**config.mk**
```make
export PLATFORM = sky130hd
export DESIGN_NAME = muldiv_unit
export DESIGN_NICKNAME = d
export VERILOG_FILES = /design/src/rtl/muldiv_pkg.sv /design/src/rtl/muldiv_unit.sv
export SDC_FILE = /design/constraint.sdc
export NUM_CORES = 1
export LEC_CHECK = 0
export ABC_AREA = 1
export BUFFER_PORTS_ARGS = -buffer_cell sky130_fd_sc_hd__buf_2
export CAP_MARGIN = 25
export CORE_MARGIN = 2
export CORE_UTILIZATION = 35
export DETAILED_ROUTE_END_ITERATION = 10
export HOLD_SLACK_MARGIN = 0.08
export RECOVER_POWER = 100
export SETUP_SLACK_MARGIN = 0.5
export SLEW_MARGIN = 40
export SYNTH_ARGS = -nofsm -noshare
export SYNTH_HDL_FRONTEND = slang
export SYNTH_SLANG_ARGS = --single-unit
```
**constraint.sdc**
```tcl
create_clock -name clk -period 3.3 [get_ports clk]
set_input_delay 0.66 -clock clk [delete_from_list [all_inputs] [get_ports clk]]
set_output_delay 0.66 -clock clk [all_outputs]
set_load 0.02 [all_outputs]
```
**src/rtl/muldiv_pkg.sv**
```systemverilog
`default_nettype none
// ============================================================================
// Module      : muldiv_pkg
// Description : Shared types and constants for the iterative RV32M unit.
// Revision    : 1.0 - initial release
// ============================================================================
package muldiv_pkg;

  localparam int XLEN_C = 32;

  localparam logic [XLEN_C-1:0] DIV_ZERO_Q = 32'hFFFF_FFFF;
  localparam logic [XLEN_C-1:0] INT_MIN    = 32'h8000_0000;

  // Encodings follow the funct3 field of the M-extension opcodes.
  typedef enum logic [2:0] {
    OP_MUL    = 3'b000,
    OP_MULH   = 3'b001,
    OP_MULHSU = 3'b010,
    OP_MULHU  = 3'b011,
    OP_DIV    = 3'b100,
    OP_DIVU   = 3'b101,
    OP_REM    = 3'b110,
    OP_REMU   = 3'b111
  } muldiv_op_e;

  typedef enum logic [1:0] {
    IDLE = 2'd0,
    CALC = 2'd1,
    DONE = 2'd2
  } muldiv_state_e;

  function automatic logic is_div_op(input muldiv_op_e o);
    return o[2];
  endfunction

endpackage : muldiv_pkg
`default_nettype wire

```
**src/rtl/muldiv_unit.sv**
```systemverilog
`default_nettype none
// ============================================================================
// Module      : muldiv_unit
// Description : Iterative RV32M multiply/divide, one radix-2 step per cycle.
// Revision    : 1.0 - initial release
// ============================================================================
module muldiv_unit
  import muldiv_pkg::*;
#(
  parameter int XLEN = XLEN_C
) (
  input  logic            clk,
  input  logic            rst_n,
  input  logic            in_valid,
  output logic            in_ready,
  input  logic [2:0]      op,
  input  logic [XLEN-1:0] operand_a,
  input  logic [XLEN-1:0] operand_b,
  input  logic            flush,
  output logic            out_valid,
  input  logic            out_ready,
  output logic [XLEN-1:0] result
);

  muldiv_state_e   r_state;
  muldiv_op_e      r_op;
  logic [XLEN-1:0] r_a;
  logic [XLEN-1:0] r_b;
  logic [XLEN-1:0] r_hi;
  logic [XLEN-1:0] r_lo;
  logic            r_neg;
  logic [4:0]      r_cnt;
  logic            r_in_ready;
  logic            r_out_valid;
  logic [XLEN-1:0] r_result;

  muldiv_op_e        w_op_in;
  logic              w_a_signed;
  logic              w_b_signed;
  logic [XLEN-1:0]   w_a_mag;
  logic [XLEN-1:0]   w_b_mag;
  logic              w_neg_in;
  logic              w_b_zero;
  logic              w_ovf;
  logic              w_fast;
  logic [XLEN-1:0]   w_fast_result;
  logic [XLEN:0]     w_sum;
  logic [XLEN:0]     w_shift;
  logic              w_ge;
  logic [XLEN-1:0]   w_hi_nxt;
  logic [XLEN-1:0]   w_lo_nxt;
  logic [2*XLEN-1:0] w_prod;
  logic [2*XLEN-1:0] w_prod_s;
  logic [XLEN-1:0]   w_div_res;
  logic [XLEN-1:0]   w_div_s;
  logic [XLEN-1:0]   w_final;

  // Accept-side decode: magnitudes, result sign and the special cases.
  always_comb begin
    w_op_in    = muldiv_op_e'(op);
    w_a_signed = (w_op_in == OP_MULH) || (w_op_in == OP_MULHSU) ||
                 (w_op_in == OP_DIV)  || (w_op_in == OP_REM);
    w_b_signed = (w_op_in == OP_MULH) || (w_op_in == OP_DIV) || (w_op_in == OP_REM);
    w_a_mag    = (w_a_signed && operand_a[XLEN-1]) ? -operand_a : operand_a;
    w_b_mag    = (w_b_signed && operand_b[XLEN-1]) ? -operand_b : operand_b;
    case (w_op_in)
      OP_MULH, OP_DIV: w_neg_in = operand_a[XLEN-1] ^ operand_b[XLEN-1];
      OP_MULHSU, OP_REM: w_neg_in = operand_a[XLEN-1];
      default:         w_neg_in = 1'b0;
    endcase
    w_b_zero = (operand_b == '0);
    w_ovf    = ((w_op_in == OP_DIV) || (w_op_in == OP_REM)) &&
               (operand_a == INT_MIN) && (operand_b == '1);
    w_fast   = is_div_op(w_op_in) && (w_b_zero || w_ovf);
    if (w_b_zero) begin
      w_fast_result = w_op_in[1] ? operand_a : DIV_ZERO_Q;
    end else begin
      w_fast_result = w_op_in[1] ? '0 : INT_MIN;
    end
  end

  // One iteration: r_hi/r_lo hold {acc_hi, multiplier} or {remainder, dividend/quotient}.
  always_comb begin
    w_sum   = {1'b0, r_hi} + (r_lo[0] ? {1'b0, r_a} : '0);
    w_shift = {r_hi, r_lo[XLEN-1]};
    w_ge    = (w_shift >= {1'b0, r_b});
    if (is_div_op(r_op)) begin
      w_hi_nxt = w_ge ? (w_shift[XLEN-1:0] - r_b) : w_shift[XLEN-1:0];
      w_lo_nxt = {r_lo[XLEN-2:0], w_ge};
    end else begin
      w_hi_nxt = w_sum[XLEN:1];
      w_lo_nxt = {w_sum[0], r_lo[XLEN-1:1]};
    end
    w_prod    = {w_hi_nxt, w_lo_nxt};
    w_prod_s  = r_neg ? -w_prod : w_prod;
    w_div_res = r_op[1] ? w_hi_nxt : w_lo_nxt;
    w_div_s   = r_neg ? -w_div_res : w_div_res;
    if (is_div_op(r_op)) begin
      w_final = w_div_s;
    end else if (r_op == OP_MUL) begin
      w_final = w_prod_s[XLEN-1:0];
    end else begin
      w_final = w_prod_s[2*XLEN-1:XLEN];
    end
  end

  always_ff @(posedge clk or negedge rst_n) begin
    if (!rst_n) begin
      r_state     <= IDLE;
      r_op        <= OP_MUL;
      r_a         <= '0;
      r_b         <= '0;
      r_hi        <= '0;
      r_lo        <= '0;
      r_neg       <= 1'b0;
      r_cnt       <= '0;
      r_in_ready  <= 1'b1;
      r_out_valid <= 1'b0;
      r_result    <= '0;
    end else if (flush) begin
      r_state     <= IDLE;
      r_cnt       <= '0;
      r_in_ready  <= 1'b1;
      r_out_valid <= 1'b0;
    end else begin
      case (r_state)
        IDLE: begin
          if (in_valid) begin
            r_op       <= w_op_in;
            r_a        <= w_a_mag;
            r_b        <= w_b_mag;
            r_neg      <= w_neg_in;
            r_cnt      <= '0;
            r_in_ready <= 1'b0;
            if (w_fast) begin
              r_result    <= w_fast_result;
              r_out_valid <= 1'b1;
              r_state     <= DONE;
            end else begin
              r_hi    <= '0;
              r_lo    <= is_div_op(w_op_in) ? w_a_mag : w_b_mag;
              r_state <= CALC;
            end
          end
        end
        CALC: begin
          r_hi  <= w_hi_nxt;
          r_lo  <= w_lo_nxt;
          r_cnt <= r_cnt + 5'd1;
          if (r_cnt == 5'd31) begin
            r_result    <= w_final;
            r_out_valid <= 1'b1;
            r_state     <= DONE;
          end
        end
        DONE: begin
          if (out_ready) begin
            r_out_valid <= 1'b0;
            r_in_ready  <= 1'b1;
            r_state     <= IDLE;
          end
        end
        default: begin
          r_state     <= IDLE;
          r_in_ready  <= 1'b1;
          r_out_valid <= 1'b0;
        end
      endcase
    end
  end

  assign in_ready  = r_in_ready;
  assign out_valid = r_out_valid;
  assign result    = r_result;

endmodule : muldiv_unit
`default_nettype wire

```
==> reports/qor.csv <==
metric,value,unit
biggest fanout along the worst timing path,4,
proportion of synthesized area in mux cells,0,%
antenna violations before repair,3,
via total after detailed routing,25943,
internal reg-to-reg setup slack,-0.62,ns
outcome,"finished, violations left",
clock tree from TritonCTS,built,
I/O Pins,106,
leak pwr,0.0152,µW
number of port buffers,105,
Worst-path clk slew,0.08,ns
hold violation total from the final report,0,
post-DR wirelength/cell,21.2,µm
"post-synthesis share of cell area spent on full adders, half adders and majority gates",4.83,%
nature of the critical path endpoint,flop,
final weighted congestion in routability-driven placement,1.03,
violated checks,"capacitance limit, slew limit, setup timing",
detailed-route wire length,102,mm
die width,238,µm
number of filler instances in the final layout,5333,
most frequent standard cell in the layout excluding fill and tap cells,sky130_fd_sc_hd__nand2_1,
final worst path period need,3.92,ns
number of placement rows,85,
share of post-route cells with drive strength above 1,38.7,%
Critical Path Most Common Cell,sky130_fd_sc_hd__buf_4,
wire length of the first global-routing pass,151,mm
post-route clock period utilization,119,%
net switching power,21000,µW
class of the most critical setup path,flop to flop,
final hold slack,0.422,ns
utilization after layout,56.0,%
Clock Tree Buf Depth,2,
die span in y,238,µm
classification of the worst-slack hold path,input pin to flop,
net switching fraction of the power,54.4,%
max-capacitance violation count,2,
deepest level of the CTS H-tree,4,
slowest stage cell on the critical path,sky130_fd_sc_hd__dfrtp_1,
overall overflow remaining after global route,0,
clk_lat worst skew,0.52,ns
least setup slack across all paths after layout,-0.623,ns
number of nets with antenna violations after routing,0,
Synth Net Count,3423,
Post-Route Skew,0.0195,ns
CP peak stage delay,0.43,ns
number of max-slew violations in the final report,96,
"synthesized-area fraction occupied by ao, oa, aoi and oai cells",15.7,%
maximum achievable frequency,255,MHz
Total GRT Usage,35.7,%
floorplan core area,0.0540,mm²
R2R depth,30,
Relative slew margins,-17.3,%
kind of start point of the critical path,flop,
measured slew at the worst slew-check pin,1.76,ns
simple logic cell fraction of the synthesized area,40.9,%
hpwl dp,81.5,mm
count of distinct cell types in the synthesized netlist,57,
detailed-router iteration count before antenna repair,7,
crit path launch,r_hi[3],
relative contribution of combinational cells to total power,84.5,%
power per cell area,1280,mW/mm²
"FF+latch count, synth",173,
Total Nets Final,4261,
portion of the post-synthesis area used by sequential elements,22.5,%
worst IR drop on VDD,631,µV
"Area growth, synth to finish",57.2,%
capture point of the worst reg-to-reg path,result[4],
"Cell Area, Synth",0.0192,mm²
clock power share,5.6,%
drt initial violations,3048,
die outline area,0.0568,mm²
via count of the first global-routing pass,24811,
sequential group share of total power,10.0,%
number of endpoints failing setup at the final stage,56,
initial core utilization,35.6,%
CTS Buf Count,17,
pin count of the biggest net entering global routing,90,
setup repair after global routing missed its margin,true,
Post-synth EDFFs,0,
crit path to,result[4],
dominant combinational cell family by area after synthesis,simple AND/OR/NAND/NOR gates,
start of the worst register-to-register path,r_hi[3],
Avg Vias per Cell,5.38,
Root Driver,sky130_fd_sc_hd__clkbuf_16,
primary flip-flop cell chosen by synthesis mapping,sky130_fd_sc_hd__dfrtp_1,
post-synthesis instance total,3278,
Post-Syn Area per Cell,5.87,µm²
DRC,0,
internal power,17700,µW
"Data required, critical path",3.74,ns
share of async-settable or async-resettable flops after synthesis,100,%
synthesized-area fraction occupied by xor and xnor cells,4.69,%
"commonest non-fill, non-tap cells in the layout","sky130_fd_sc_hd__nand2_1 (847), sky130_fd_sc_hd__buf_4 (751), sky130_fd_sc_hd__inv_1 (351)",
number of sinks on the clock net,173,
Syn. warnings,0,
data arrival time of the critical path,4.36,ns
==> critical path, delay by kind of cell, from the launching register on <==
kind            cells  cell delay [ns]
compound gates      4             0.52
xor+xnor            1             0.18
fa+ha+maj           2             0.45
buf+inv            12             1.47
flops               1             0.43
simple gates       11             0.80
==> logic make-up after synthesis <==
family | Yosys count
AO/OA/AOI/OAI | 540
XOR/XNOR | 103
adder cells (fa/ha/maj) | 73
buffers and inverters | 548
flip-flops | 173
AND/OR/NAND/NOR | 1841
==> per-stage QoR <==
stage	setup WS (ns)	instance area [µm²]	total power [µW]	TNS [ns]	instances
floorplan	-0.184	19800	17900	-1.34	3278
global placement	-0.763	26200	31300	-22.40	4677
detailed placement	-0.788	26200	31200	-22.43	4677
CTS	-0.603	29300	36500	-12.78	4792
global route	-0.832	30200	40900	-33.93	4825
finish	-0.623	30200	38700	-15.94	4826
==> synth_stat cells, types with 3 or more instances <==
cell type,instances,area [µm²]
sky130_fd_sc_hd__buf_6,7,78.8
sky130_fd_sc_hd__nand3b_1,13,97.6
sky130_fd_sc_hd__a31oi_1,14,87.6
sky130_fd_sc_hd__o21ai_2,5,43.8
sky130_fd_sc_hd__ha_1,71,888
sky130_fd_sc_hd__o211ai_1,25,188
sky130_fd_sc_hd__clkinv_1,3,11.3
sky130_fd_sc_hd__a21boi_0,3,22.5
sky130_fd_sc_hd__inv_2,15,56.3
sky130_fd_sc_hd__a211oi_1,3,22.5
sky130_fd_sc_hd__buf_1,11,41.3
sky130_fd_sc_hd__a21oi_1,167,836
sky130_fd_sc_hd__nand4_1,51,319
sky130_fd_sc_hd__a22oi_1,6,45.0
sky130_fd_sc_hd__nor3_1,37,185
sky130_fd_sc_hd__nand3_2,17,170
sky130_fd_sc_hd__xnor2_1,27,236
sky130_fd_sc_hd__o21a_1,7,52.6
sky130_fd_sc_hd__o21ai_1,15,75.1
sky130_fd_sc_hd__nand2_2,32,200
sky130_fd_sc_hd__a21oi_2,5,43.8
sky130_fd_sc_hd__nor4_1,9,56.3
sky130_fd_sc_hd__o22ai_1,35,219
sky130_fd_sc_hd__nor2_4,4,45.0
sky130_fd_sc_hd__o31ai_1,3,22.5
sky130_fd_sc_hd__nand3_1,264,1320
sky130_fd_sc_hd__nor2_1,364,1370
sky130_fd_sc_hd__inv_1,412,1550
sky130_fd_sc_hd__nand2_1,1009,3790
sky130_fd_sc_hd__o21bai_1,14,105
sky130_fd_sc_hd__dfrtp_1,172,4300
sky130_fd_sc_hd__nor2_2,25,156
sky130_fd_sc_hd__o21ai_0,226,1130
sky130_fd_sc_hd__xor2_1,76,666
sky130_fd_sc_hd__buf_2,25,125
sky130_fd_sc_hd__buf_4,5,37.5
sky130_fd_sc_hd__or2_2,7,43.8
sky130_fd_sc_hd__clkbuf_1,68,255
==> layer usage <==
layer	vias to the layer above	part of all wire (%)	track usage [%]
li1	12264	-	-
met1	12083	42	47.3
met2	1291	43	55.4
met3	301	8.0	5.28
met4	4	7.0	20.4
met5	-	0.026	0
==> state kept, by name, indices dropped and copies added, names as in the netlist <==
name	count
in_ready	1
out_valid	1
r_a	32
r_b	32
r_cnt	5
r_hi	32
r_lo	32
r_neg	1
r_op	3
r_state	2
result	32
==> timing repair <==
action,4_1_cts,5_1_grt
resized for setup,450,275
hold buffers,0,0
setup buffers,80,33
pin swaps,117,145
setup endpoints to repair,76,112
cloned,3,0
==> worst min path at each step <==
| stage | startpoint | end | slack [ns] | cells past startpoint |
|---|---|---|---|---|
| 6_report | out_ready | r_state[1] | 0.42 | 4 |
| 3_3_place_gp | out_valid | out_valid | 0.47 | 2 |
| 2_1_floorplan | rst_n | out_valid | 0.36 | 0 |
| 5_1_grt | out_ready | r_state[1] | 0.45 | 4 |
| 3_5_place_dp | out_valid | out_valid | 0.47 | 2 |
| 4_1_cts | rst_n | result[31] | 0.13 | 1 |
==> power groups by stage <==
stage          logic [µW]  clock network (µW)  registers [µW]
2_1_floorplan       14000                   0            3820
3_3_place_gp        27500                   0            3800
3_5_place_dp        27400                   0            3800
4_1_cts             30500                2170            3800
5_1_grt             34700                2250            3930
6_report            32700                2160            3860
==> layout make-up <==
class	count	area (µm²)	area share, %
inverters	430	1640	5.43
flip-flops and latches	173	4350	14.4
multi-input cells	2558	15700	51.9
diodes	1	2.50	0.00828
well taps	696	871	2.88
repair buffers	936	7100	23.5
clock buffers	18	439	1.45
clock inverters	14	144	0.476
Note: power is estimated with default switching activity, not from simulation.
